### config.mk
export PLATFORM = sky130hd
export DESIGN_NAME = ram_rd_check
export DESIGN_NICKNAME = d
export VERILOG_FILES = /design/src/rtl/ram_rd_check.sv
export SDC_FILE = /design/constraint.sdc
export NUM_CORES = 1
export LEC_CHECK = 0
export ABC_AREA = 0
export BUFFER_PORTS_ARGS = -buffer_cell sky130_fd_sc_hd__buf_2
export CORE_MARGIN = 2
export CORE_UTILIZATION = 40
export CTS_BUF_LIST = sky130_fd_sc_hd__clkbuf_4
export DETAILED_ROUTE_END_ITERATION = 10
export SYNTH_ARGS = -nofsm -noshare
export SYNTH_HDL_FRONTEND = slang
export SYNTH_SLANG_ARGS = --single-unit
### constraint.sdc
create_clock -name sys_clk -period 2.5 [get_ports sys_clk]
set_input_delay 0.25 -clock sys_clk [delete_from_list [all_inputs] [get_ports sys_clk]]
set_output_delay 0.25 -clock sys_clk [all_outputs]
set_load 0.03 [all_outputs]
### src/rtl/ram_rd_check.sv
// Block-RAM read-back checker: sweeps addresses 0..DEPTH-1 and compares each
// returned word with (addr + SEED), counting mismatches and noting the first.
module ram_rd_check #(
    parameter int ADDR_W = 5,
    parameter int DATA_W = 8,
    parameter int DEPTH  = 32,
    parameter int RD_LAT = 1,
    parameter int SEED   = 0
) (
    input  logic              sys_clk,
    input  logic              sys_rst_n,
    input  logic              start,
    output logic              ram_en,
    output logic [ADDR_W-1:0] ram_addr,
    input  logic [DATA_W-1:0] ram_rd_data,
    output logic              busy,
    output logic              done,
    output logic              err_flag,
    output logic [ADDR_W:0]   err_cnt,
    output logic [ADDR_W-1:0] first_err_addr
);

    localparam logic [1:0] S_IDLE  = 2'd0;
    localparam logic [1:0] S_READ  = 2'd1;
    localparam logic [1:0] S_DRAIN = 2'd2;
    localparam logic [1:0] S_DONE  = 2'd3;

    logic [1:0]                    state;
    logic [1:0]                    drain_cnt;
    logic [RD_LAT:1]               vld_pipe;
    logic [RD_LAT:1][ADDR_W-1:0]   addr_pipe;
    logic                          chk_v;
    logic [ADDR_W-1:0]             chk_addr;
    logic [DATA_W-1:0]             exp_data;
    logic                          mismatch;

    assign ram_en = (state == S_READ);
    assign busy   = (state != S_IDLE);
    assign done   = (state == S_DONE);

    always_ff @(posedge sys_clk or negedge sys_rst_n) begin
        if (!sys_rst_n) begin
            state     <= S_IDLE;
            ram_addr  <= '0;
            drain_cnt <= '0;
        end else begin
            case (state)
                S_IDLE: begin
                    if (start) begin
                        state    <= S_READ;
                        ram_addr <= '0;
                    end
                end
                S_READ: begin
                    if (ram_addr == ADDR_W'(DEPTH - 1)) begin
                        state     <= S_DRAIN;
                        drain_cnt <= '0;
                    end else begin
                        ram_addr <= ram_addr + 1'b1;
                    end
                end
                S_DRAIN: begin
                    // Leave once the last issued read has reached the compare stage.
                    if (drain_cnt == 2'(RD_LAT - 1)) state <= S_DONE;
                    else drain_cnt <= drain_cnt + 1'b1;
                end
                S_DONE:  state <= S_IDLE;
                default: state <= S_IDLE;
            endcase
        end
    end

    // Read request delayed to line up with the returned data.
    always_ff @(posedge sys_clk or negedge sys_rst_n) begin
        if (!sys_rst_n) begin
            vld_pipe  <= '0;
            addr_pipe <= '0;
        end else begin
            vld_pipe[1]  <= ram_en;
            addr_pipe[1] <= ram_addr;
            for (int i = 2; i <= RD_LAT; i++) begin
                vld_pipe[i]  <= vld_pipe[i-1];
                addr_pipe[i] <= addr_pipe[i-1];
            end
        end
    end

    assign chk_v    = vld_pipe[RD_LAT];
    assign chk_addr = addr_pipe[RD_LAT];
    assign exp_data = DATA_W'(32'(chk_addr) + 32'(SEED));
    assign mismatch = chk_v && (ram_rd_data != exp_data);

    always_ff @(posedge sys_clk or negedge sys_rst_n) begin
        if (!sys_rst_n) begin
            err_flag       <= 1'b0;
            err_cnt        <= '0;
            first_err_addr <= '0;
        end else if (state == S_IDLE && start) begin
            err_flag       <= 1'b0;
            err_cnt        <= '0;
            first_err_addr <= '0;
        end else if (mismatch) begin
            err_flag <= 1'b1;
            if (err_cnt != '1) err_cnt <= err_cnt + 1'b1;
            if (!err_flag) first_err_addr <= chk_addr;
        end
    end

endmodule

==> results.sh <==
export IMPL_nets=195
export IMPL_hold_path_class="in -> reg"
export IMPL_grt_usage=0.1455
export IMPL_cts_buffers=3
export IMPL_netlist_instances=144
export IMPL_synthFlopType="dfrtp_1"
export IMPL_clockRootBuffer="clkbuf_4"
export IMPL_routed_wl_um=2917
export IMPL_die_x_um=64.83
export IMPL_synthTopCellsByArea="dfrtp_1 46%, ha_1 7.6%, nand2_1 4.1%, a31o_1 3.6%, nor2_1 3.3%"
export IMPL_nFillCells=353
export IMPL_arrival_ns=2.19
export IMPL_ys_ff_latch=27
export IMPL_post_dp_cell_area_mm2=0.001664
export IMPL_final_cells=222
export IMPL_leakagePower_nw=0.9035
export IMPL_setup_tns_ns=0
export IMPL_cpPeakStageDelay_ns=0.48
export IMPL_status="finished clean"
export IMPL_drive_above_1_share=0.2471
export IMPL_ant_nets=0
export IMPL_crit_path_cell_trace="ha_1, and3_1, ha_1, nand4b_1, nor3_1, a21o_1, a22o_1"
export IMPL_insertedDiodeCount=0
export IMPL_grt_pass1_vias=1060
export IMPL_start_util=0.4105
export IMPL_p_total_mw=1.892
export IMPL_fin_skew_ns=0.009857
export IMPL_place_congestion=0.7440
export IMPL_clkTransAtPathRegs_ns=0.15
export IMPL_ys_seq_area_frac=0.4565
export IMPL_yosysTopAreaCell="dfrtp_1"
export IMPL_drc_errors=0
export IMPL_fin_area_mm2=0.001702
export IMPL_grt_pass1_wl_um=4747
export IMPL_seqPwrFrac=0.381
export IMPL_vias_per_cell=5.140
export IMPL_netSwitchingFraction=0.4820
export IMPL_start_kind="register"
export IMPL_drt_iter0_markers=49
export IMPL_dpl_cell_count=217
export IMPL_fmax_mhz=519.3
export IMPL_cp_data_required_time_ns=2.76
export IMPL_path_class="reg -> reg"
export IMPL_crit_top_cell="ha_1"
export IMPL_pwr_share_clk=0.099
export IMPL_p_int_mw=0.9798
export IMPL_dp_final_hpwl_um=2123
export IMPL_fp_dieArea_mm2=0.004203
export IMPL_postSynthAreaPerCell_um2=10.28
export IMPL_endpoint_kind="register"
export IMPL_pwr_share_comb=0.520
export IMPL_htree_levels=1
export IMPL_cts_buffer_depth=2
export IMPL_vdd_drop_max_mv=0.5775
export IMPL_vias=1141
export IMPL_io_buffers=30
export IMPL_p_sw_mw=0.9117
export IMPL_pin_count=31
export IMPL_layout_min_cycle_time_ns=1.926
export IMPL_core_area_mm2=0.003606
export IMPL_relSlewSlack=0.5916
export IMPL_regArea_um2=675.6
export IMPL_layout_common_cells="30 x buf_2, 27 x dfrtp_1, 16 x nand2_1"
export IMPL_syn_num_nets=164
export IMPL_grt_antenna_before_repair=0
export IMPL_cts_resized=0
export IMPL_cts_tree="done"
export IMPL_dr_pass1_iters=4
export IMPL_grt_start_max_net_pins=28
export IMPL_netlist_area_mm2=0.001480
export IMPL_postCtsSetupRepairBufs=0
export IMPL_multi_input_area_um2=748.2
export IMPL_synth_top_area_frac=0.4565
export IMPL_hold_viol_final=0
export IMPL_cap_viol_max_count=0
export IMPL_min_period_over_period=0.7702
export IMPL_layout_commonest_cell="buf_2"
export IMPL_synth_edf_count=0
export IMPL_areaGrowthSynthToFinish_pct=14.96
export IMPL_clock_latency_ns=0.32
export IMPL_cellPowerDensity_mw_per_mm2=1112
export IMPL_die_y_um=64.83
export IMPL_finalSetupViolCount=0
export IMPL_critPathSlowestCell="dfrtp_1"
export IMPL_rows=22
export IMPL_synthArstFlopShare=1.000
export IMPL_drt_wirelength_per_cell_um=13.14
export IMPL_overflow=0
export IMPL_grt_setup_unrepaired="no"
export IMPL_synth_cell_types=36
export IMPL_report_final_slew_viol_count=0
export IMPL_tightest_slew_ns=0.6126
export IMPL_ys_warn_count=0
export IMPL_numClockSinks=27
export IMPL_critPathMaxFanout=10
==> Yosys cell counts, types with 2 or more instances <==
cell type	n
mux2i_1	2
a21oi_1	6
a31o_1	6
o21ai_0	7
nand2_1	16
a21o_1	2
xor2_1	5
a41o_1	3
nand3_1	3
nand2b_1	3
and3_1	4
inv_1	8
clkbuf_1	4
a21oi_2	2
ha_1	9
a22o_1	5
a31oi_1	2
dfrtp_1	27
nor2_1	13
==> routing by layer <==
layer,routed length (um),global-route usage,up-vias
li1,-,-,572
met1,1373,0.1887,541
met2,1381,0.2436,26
met3,139,0.02257,2
met4,22,0.05585,0
met5,0,0,-
==> power groups by stage <==
stage / logic [mW] / registers (mW) / clock network, mW
5_1_grt: 1.08 / 0.746 / 0.214
2_1_floorplan: 0.595 / 0.878 / 0
3_3_place_gp: 0.964 / 0.723 / 0
3_5_place_dp: 0.986 / 0.732 / 0
6_report: 0.984 / 0.721 / 0.187
4_1_cts: 0.994 / 0.722 / 0.195
==> area by class of cell <==
type	count	share of cell area
Multi-Input combinational cell	104	0.4397
Clock buffer	3	0.01324
Timing Repair Buffer	31	0.09412
Sequential cell	27	0.3971
Inverter	8	0.01765
Clock inverter	1	0.002941
Tap cell	48	0.03529
==> path summary, 6_finish.rpt <==
check	from	end	slack [ns]	depth (start not counted)
max	ram_addr[0]	ram_addr[3]	0.57	7
min	start	ram_addr[4]	0.32	4
max reg2reg	ram_addr[0]	ram_addr[3]	0.57	7
min reg2reg	ram_addr[1]	addr_pipe[1]	0.50	0
max in group asynchronous	sys_rst_n	drain_cnt[0]	1.65	2
min in group asynchronous	sys_rst_n	first_err_addr[4]	0.45	2
==> metrics by stage <==
step	util	hold slack [ns]	setup WS, ns
2_1_floorplan	-	-0.04559	0.5271
3_3_place_gp	0.4615	0.2914	0.6898
3_5_place_dp	0.4615	0.2991	0.6070
4_1_cts	0.4719	0.3062	0.5761
5_1_grt	0.4719	0.3530	0.3542
6_report	0.4719	0.3198	0.5744
==> flip-flops by register name, indices dropped and copies added (netlist names) <==
name,count
err_flag,1
addr_pipe,5
drain_cnt,2
state,2
first_err_addr,5
ram_addr,5
err_cnt,6
chk_v,1
==> worst max-delay path, delay by kind of cell, from the launching register on <==
kind | cells | cell delay, ns
DFF | 1 | 0.48
and+or+nand+nor | 3 | 0.64
adders and majority gates | 2 | 0.53
AOI/OAI and AO/OA | 2 | 0.23
==> repair_timing <==
action / CTS / global route
endpoints found under the setup margin: 0 / 0
hold buffers: 1 / 0
hold endpoints to repair: 27 / 0
==> cell families (layout without fill, tap and decap cells) <==
group                    count (synthesis)  after routing  synth area share
AND/OR/NAND/NOR                         49             49            0.1801
buffers and inverters                   13             43           0.03804
AO/OA/AOI/OAI                           38             38            0.1986
flip-flops                              27             27            0.4565
XOR/XNOR                                 5              5           0.02958
multiplexers                             3              3           0.02113
adder cells (fa/ha/maj)                  9              9           0.07608
No activity file was read; power rests on OpenSTA's default activity.
